`src/rtl/mult_addsub_pipe_pkg.sv`:
```
// Shared fixed-point constants and saturation bounds for the mult/add-sub datapath.
package mult_addsub_pipe_pkg;

    localparam int unsigned FXP_DATA_WIDTH = 20;
    localparam int unsigned FXP_FRAC       = 16;

    // 1.0 in the default Q4.16 format
    localparam logic signed [FXP_DATA_WIDTH-1:0] FXP_ONE =
        FXP_DATA_WIDTH'(64'sd1 <<< FXP_FRAC);

    function automatic logic signed [63:0] sat_max(input int unsigned w);
        return (64'sd1 <<< (w - 1)) - 64'sd1;
    endfunction

    function automatic logic signed [63:0] sat_min(input int unsigned w);
        return -(64'sd1 <<< (w - 1));
    endfunction

endpackage

```
`src/rtl/fxp_round_sat.sv`:
```
// Combinational sum -> round -> shift -> overflow detect of two full-precision products.
// Build option MULT_ADDSUB_SAT_EN clamps overflowing results instead of wrapping them.
module fxp_round_sat
    import mult_addsub_pipe_pkg::*;
#(
    parameter int unsigned DATA_WIDTH = FXP_DATA_WIDTH,
    parameter int unsigned FRAC       = FXP_FRAC,
    parameter int unsigned ROUND      = 1
) (
    input  logic signed [2*DATA_WIDTH-1:0] pa,
    input  logic signed [2*DATA_WIDTH-1:0] pb,
    input  logic                           sub,
    output logic signed [DATA_WIDTH-1:0]   res,
    output logic                           ovf
);

    localparam int unsigned SW  = 2 * DATA_WIDTH + 1;
    localparam int unsigned RSH = (FRAC > 0) ? FRAC - 1 : 0;
    localparam logic signed [SW-1:0] RND_BIAS =
        (ROUND != 0 && FRAC > 0) ? (SW'(1) << RSH) : '0;

    logic signed [SW-1:0] pa_x;
    logic signed [SW-1:0] pb_x;
    logic signed [SW-1:0] sum;
    logic signed [SW-1:0] biased;
    logic signed [SW-1:0] r;

    assign pa_x   = {pa[2*DATA_WIDTH-1], pa};
    assign pb_x   = {pb[2*DATA_WIDTH-1], pb};
    assign sum    = sub ? (pa_x - pb_x) : (pa_x + pb_x);
    assign biased = sum + RND_BIAS;
    assign r      = biased >>> FRAC;

    // In range iff every bit from the result sign bit upward agrees.
    assign ovf = !((&r[SW-1:DATA_WIDTH-1]) || !(|r[SW-1:DATA_WIDTH-1]));

`ifdef MULT_ADDSUB_SAT_EN
    localparam logic signed [DATA_WIDTH-1:0] SMAX = DATA_WIDTH'(sat_max(DATA_WIDTH));
    localparam logic signed [DATA_WIDTH-1:0] SMIN = DATA_WIDTH'(sat_min(DATA_WIDTH));

    always_comb begin
        res = r[DATA_WIDTH-1:0];
        if (ovf) begin
            res = r[SW-1] ? SMIN : SMAX;
        end
    end
`else
    assign res = r[DATA_WIDTH-1:0];
`endif

endmodule

```
`src/rtl/mult_addsub_pipe.sv`:
```
// Three-stage a1*a2 +/- b1*b2 fixed-point unit with valid/ready on both sides.
// Saturating output when built with MULT_ADDSUB_SAT_EN, two's-complement wrap otherwise.
module mult_addsub_pipe
    import mult_addsub_pipe_pkg::*;
#(
    parameter int unsigned DATA_WIDTH = FXP_DATA_WIDTH,
    parameter int unsigned FRAC       = FXP_FRAC,
    parameter int unsigned ROUND      = 1
) (
    input  logic                         clk,
    input  logic                         rst,
    input  logic                         in_valid,
    output logic                         in_ready,
    input  logic                         in_sub,
    input  logic signed [DATA_WIDTH-1:0] a1,
    input  logic signed [DATA_WIDTH-1:0] a2,
    input  logic signed [DATA_WIDTH-1:0] b1,
    input  logic signed [DATA_WIDTH-1:0] b2,
    output logic                         out_valid,
    input  logic                         out_ready,
    output logic signed [DATA_WIDTH-1:0] out,
    output logic                         out_ovf
);

    localparam int unsigned PW = 2 * DATA_WIDTH;

    logic                         v1_q, v2_q, v3_q;
    logic                         en1, en2, en3;
    logic                         sub1_q, sub2_q;
    logic signed [DATA_WIDTH-1:0] a1_q, a2_q, b1_q, b2_q;
    logic signed [PW-1:0]         pa_d, pb_d, pa_q, pb_q;
    logic signed [DATA_WIDTH-1:0] res_d, out_q;
    logic                         ovf_d, ovf_q;

    // A stage loads when empty or when its contents move on this cycle; bubbles collapse.
    always_comb begin
        en3 = !v3_q || out_ready;
        en2 = !v2_q || en3;
        en1 = !v1_q || en2;
    end

    assign in_ready  = en1;
    assign out_valid = v3_q;
    assign out       = out_q;
    assign out_ovf   = ovf_q;

    always_comb begin
        pa_d = PW'(a1_q) * PW'(a2_q);
        pb_d = PW'(b1_q) * PW'(b2_q);
    end

    fxp_round_sat #(
        .DATA_WIDTH (DATA_WIDTH),
        .FRAC       (FRAC),
        .ROUND      (ROUND)
    ) u_round_sat (
        .pa  (pa_q),
        .pb  (pb_q),
        .sub (sub2_q),
        .res (res_d),
        .ovf (ovf_d)
    );

    // Control and the visible output registers are reset; out reads 0 whenever it is idle.
    always_ff @(posedge clk) begin
        if (rst) begin
            v1_q  <= 1'b0;
            v2_q  <= 1'b0;
            v3_q  <= 1'b0;
            out_q <= '0;
            ovf_q <= 1'b0;
        end else begin
            if (en1) v1_q <= in_valid;
            if (en2) v2_q <= v1_q;
            if (en3) begin
                v3_q  <= v2_q;
                out_q <= v2_q ? res_d : '0;
                ovf_q <= v2_q & ovf_d;
            end
        end
    end

    always_ff @(posedge clk) begin
        if (en1 && in_valid) begin
            a1_q   <= a1;
            a2_q   <= a2;
            b1_q   <= b1;
            b2_q   <= b2;
            sub1_q <= in_sub;
        end
        if (en2 && v1_q) begin
            pa_q   <= pa_d;
            pb_q   <= pb_d;
            sub2_q <= sub1_q;
        end
    end

endmodule
```
`config.mk`:
```
export PLATFORM = sky130hd
export DESIGN_NAME = mult_addsub_pipe
export DESIGN_NICKNAME = d
export VERILOG_FILES = /design/src/rtl/mult_addsub_pipe_pkg.sv /design/src/rtl/fxp_round_sat.sv /design/src/rtl/mult_addsub_pipe.sv
export SDC_FILE = /design/constraint.sdc
export NUM_CORES = 2
export LEC_CHECK = 0
export ABC_AREA = 1
export BUFFER_PORTS_ARGS = -buffer_cell sky130_fd_sc_hd__buf_2
export CAP_MARGIN = 20
export CORE_AREA = 3 3 297 299
export DETAILED_ROUTE_END_ITERATION = 10
export DIE_AREA = 0 0 300 302
export HOLD_SLACK_MARGIN = 0.08
export PLACE_DENSITY = 0.66
export SLEW_MARGIN = 40
export SYNTH_ARGS = -nofsm -noshare
export SYNTH_HDL_FRONTEND = slang
export SYNTH_SLANG_ARGS = --single-unit
```
`constraint.sdc`:
```
create_clock -name clk -period 18.6 [get_ports clk]
set_input_delay 1.86 -clock clk [delete_from_list [all_inputs] [get_ports clk]]
set_output_delay 1.86 -clock clk [all_outputs]
set_load 0.05 [all_outputs]
```
=== Word level (Yosys, flattened, before mapping) ===
Cells that the tools add are included.

* Bits in latches: 0
* Input port bits: 85
* Register bits after elaboration: 186
* RAM bits: 0
* Memories kept: 0
* ROM bits: 0

* Bitwise logic cells: 1
* Add/sub/neg operators: 3
* Multiplexer cells: 2
* Magnitude comparators: 0
* Shifts and indexed selects: 0
* Equal/unequal tests: 0
* $mul: 2
* Divide/modulo/power cells: 0
* Reductions and logical operators: 13

{| class="wikitable"
|+ Operator list
! kind !! number
|-
| multiplier 20 x 20 -> 40 bit || 2
|-
| adder 40 x 40 -> 41 bit || 1
|-
| adder 41 x 17 -> 41 bit (second input constant) || 1
|-
| 2-to-1 mux 41 bit || 1
|-
| subtractor 40 x 40 -> 41 bit || 1
|-
| 2-to-1 mux 20 bit || 1
|-
| AND reduction 6 bit || 1
|-
| OR reduction 6 bit || 1
|-
| zero test 1 bit || 5
|-
| logical OR 1 bit || 4
|-
| logical AND 1 bit || 2
|-
| AND 1 bit || 1
|}

=== Depth between registers and ports, before layout ===
* Word-level depth: 8
* Mapped depth: 39
* Depth with buffers taken out: 39

=== Modules after synthesis ===
From an unflattened synthesis, not the netlist that was laid out.

* Cell total of the unflattened synthesis: 5812
* Area total of the unflattened synthesis: 44078.5 µm²

{| class="wikitable"
|+ By module, submodules not included
! module !! cells each !! area each (µm²) !! sequential area each (µm²) !! times used
|-
| mult_addsub_pipe || 4701 || 38714.6 || 5345.1 || 1
|-
| fxp_round_sat || 1111 || 5363.9 || 0.0 || 1
|}

=== Worst setup path before layout ===
No wires, ideal clock.

* Path kind: reg-to-reg
* Start: reg b1_q[7]
* End: reg pb_q[39] (data pin)
* Data required time: 18.340 ns
* Setup time: 0.260 ns
* Arrival: 6.118 ns
* Slack: 12.222 ns
* Cell stages (with the launch flop): 28
* Period minus slack after synthesis: 6.378 ns
* Buffers on the path: 1
* Cells stage by stage: edfxtp_1 clkbuf_1 nand2_1 fa_1 inv_1 fa_1 inv_1 fa_1 inv_1 fa_1 fa_1 fa_1 inv_1 fa_1 inv_1 ha_1 a21oi_1 o21ai_0 a211oi_1 o21ai_0 a21oi_1 inv_1 a21oi_1 o21bai_1 nand2_1 nand2_1 a31oi_1 xnor2_1

* Cells in the longest elaborated chain, start to end: 1

{| class="wikitable"
|+ Ends and longest elaborated chain
! item !! RTL line !! source
|-
| start: declaration || mult_addsub_pipe.sv:30 || <nowiki>logic signed [DATA_WIDTH-1:0] a1_q, a2_q, b1_q, b2_q;</nowiki>
|-
| start signal: assignment || mult_addsub_pipe.sv:87 || <nowiki>b1_q <= b1;</nowiki>
|-
| multiplier 20 x 20 -> 40 bit || mult_addsub_pipe.sv:49 || <nowiki>pb_d = PW'(b1_q) * PW'(b2_q);</nowiki>
|-
| named net pb_d[39] || mult_addsub_pipe.sv:31 || <nowiki>logic signed [PW-1:0] pa_d, pb_d, pa_q, pb_q;</nowiki>
|-
| end signal: assignment || mult_addsub_pipe.sv:93 || <nowiki>pb_q <= pb_d;</nowiki>
|-
| end: declaration || mult_addsub_pipe.sv:31 ||
|}

The timed path passes the listed nets, and every way through them passes these cells.
A chain may end at the register's enable or synchronous reset.

=== Worst setup path after layout ===
* Start: reg b2_q[3]
* End: reg pb_q[38] (data pin)

* Cells in the longest elaborated chain, start to end: 1

{| class="wikitable"
|+ Ends and longest elaborated chain
! item !! RTL line !! source
|-
| start: declaration || mult_addsub_pipe.sv:30 ||
|-
| start signal: assignment || mult_addsub_pipe.sv:88 || <nowiki>b2_q <= b2;</nowiki>
|-
| multiplier 20 x 20 -> 40 bit || mult_addsub_pipe.sv:49 ||
|-
| named net pb_d[38] || mult_addsub_pipe.sv:31 ||
|}

The timed path passes the listed nets, and every way through them passes these cells.

==> impl_metrics.tcl <==
set metrics [dict create \
    chipHeight_um 302 \
    fin_crit_sh 0.408 \
    gp_congestion 0.947 \
    required_ns 18.85 \
    ioPinCount 108 \
    critical_path_class "flip-flop to flip-flop" \
    die_area_um2 90600 \
    tightest_slew_ns 0.904 \
    seqCellArea_um2 5350 \
    min_path_type "flip-flop to flip-flop" \
    slew_headroom 0.397 \
    cp-end-kind "flip-flop" \
    clockBufferDepth 2 \
    rsz0062_at_grt "no" \
    cts_made_buffers 17 \
    ys_warn_count 0 \
    final_cell_mix "inv_1, nand2_1, fa_1" \
    ys_top_cells_by_area "fa_1, inv_1, nand2_1" \
    drt_first_pass_iters 5 \
    grt_pass1_wl_mm 170 \
    hold_buffers 0 \
    synth_edf_count 162 \
    rr_worst_depth 21 \
    finalWirelength_mm 103 \
    numClockSinks 186 \
    start_util 0.492 \
    place_ws_ns 11.01 \
    drt-initial-drc-count 1799 \
    final_common_cell "inv_1" \
    grt_usage 0.238 \
    antenna_found_initial 0 \
    final-hold-violation-count 0 \
    fillers 8269 \
    synth_top_area_frac 0.401 \
    root_buffer "clkbuf_16" \
    skew_ns 0.0195 \
    die_width_um 300 \
    maxCapViolCount 0 \
    synth-seq-cells 186 \
    vias 31400 \
    coreArea_um2 85400 \
    max_freq_ghz 0.132 \
    clk_pin_slew_ns 0.08 \
    yosys.area.top_type "fa_1" \
    setup_viol 0 \
    antenna_cells 0 \
    drc 0 \
    ys_types 46 \
    drive_gt1_frac 0.0601 \
    grt_max_degree 49 \
    multi_input_area_um2 30000 \
    cp-start-kind "flip-flop" \
    status "completed" \
    setup_tns_ns 0 \
    synth_fp_nets 6389 \
    netlist_area_um2 42000 \
    slew_viol_final 0 \
    post-cts-setup-buffers 0 \
    htreeDepth 4 \
    finalCriticalPeriod_ns 7.58 \
    synthFlopType "edfxtp_1" \
    critPathArrivalTime_ns 7.83 \
    io_buffers 107 \
    via_per_inst 4.92 \
    syn_area_per_cell_um2 8.06 \
    syn_to_final_growth_pct 6.10 \
    antenna_left 0 \
    cp_max_fo 20 \
    rows 107 \
    yosysSeqAreaShare 0.127 \
    avgRoutedWirePerCell_um 16.1 \
    insertion_delay_ns 0.52 \
    dp_hpwl_mm 86.1 \
    overflow 0 \
    async_reset_ff_frac 0 \
    grt_pass1_vias 33200 \
    post-route-worst-setup-slack_ns 11.02 \
    cts_tree "yes" \
    nets 6406 \
    post_cts_resized 0 \
    worstHoldPathCells 2 \
    synthCells 5209 \
]
[synthesized netlist by cell type, types with 3 or more instances]
cell type / n
edfxtp_1: 162
a21o_1: 3
nor3_1: 14
and2_1: 3
nand3_2: 11
nor2_1: 198
o211ai_1: 10
o21a_1: 4
xnor2_1: 49
clkbuf_1: 169
ha_1: 255
nor2_2: 14
a21oi_1: 143
o21ai_0: 65
nand2_2: 29
o221ai_1: 3
o21bai_1: 6
inv_1: 1576
a211oi_1: 5
xor2_1: 88
nand3_1: 86
nor4_1: 7
nand2_4: 9
nand2_1: 1311
o21ai_1: 8
nor2_4: 17
or2_2: 13
nand4_1: 30
a31oi_1: 16
nand3b_1: 5
inv_2: 12
fa_1: 840
o31ai_1: 5
nor3_2: 6
dfxtp_1: 24
[per-layer routing]
| metal | track usage | part of all wire | wire length [um] | vias to the layer above |
|---|---|---|---|---|
| met3 | 0.0306 | 0.048 | 4890 | 145 |
| li1 | - | - | - | 14900 |
| met1 | 0.309 | 0.43 | 43700 | 15500 |
| met4 | 0.0807 | 0.030 | 3090 | 0 |
| met5 | 0 | 0 | 0 | - |
| met2 | 0.413 | 0.50 | 50900 | 791 |
[final cells by class]
class / instances / share of cell area
Multi-Input combinational cell: 3265 / 0.674
Clock buffer: 17 / 0.00955
Sequential cell: 186 / 0.120
Tap cell: 1144 / 0.0321
Timing Repair Buffer: 167 / 0.0259
Inverter: 1589 / 0.134
Clock inverter: 15 / 0.00413
[critical path, cell delays in order (launching register included)]
cell and delay [ns]:
edfxtp_1 0.92, nand2_1 0.23, fa_1 0.60, fa_1 0.57, inv_1 0.06, fa_1 0.70, inv_1 0.27, fa_1 0.53
inv_1 0.05, fa_1 0.52, inv_1 0.05, fa_1 0.47, fa_1 0.52, inv_1 0.04, ha_1 0.36, nand2_1 0.07
nor2_1 0.14, inv_1 0.07, nor4_1 0.56, nand3_1 0.28, nand3_1 0.20, xor2_1 0.09
[state kept, by name, summed over array words and instances (netlist names), 20 cells and up]
signal / cells
b2_q: 20
a2_q: 20
b1_q: 20
a1_q: 20
pb_q: 40
pa_q: 40
out: 20
[stage by stage]
step / cell area [um^2] / util / cells / hold WS (ns)
floorplan: 42000 / - / 5209 / 0.400
global placement: 43500 / 0.509 / 6315 / 0.453
detailed placement: 43600 / 0.510 / 6319 / 0.453
CTS: 44200 / 0.517 / 6351 / 0.465
global route: 44500 / 0.522 / 6383 / 0.483
finish: 44500 / 0.522 / 6383 / 0.462
[worst paths after layout]
| check | from | to | slack, ns |
|---|---|---|---|
| worst max register to register | b2_q[3] | pb_q[38] | 11.02 |
| worst min-delay path | out[18] | out[18] | 0.46 |
| worst max-delay path | b2_q[3] | pb_q[38] | 11.02 |
| worst min register to register | out[18] | out[18] | 0.46 |
[cell families after synthesis]
logic type               after synthesis  share of synthesized area
buffers and inverters               1758                      0.157
flip-flops                           186                      0.127
AND/OR/NAND/NOR                     1756                      0.174
XOR/XNOR                             137                     0.0286
AO/OA/AOI/OAI                        277                     0.0367
adder cells (fa/ha/maj)             1095                      0.477
Power is not shown: default switching activity piles up to over one toggle a cycle in this logic, so the estimate is an artifact.
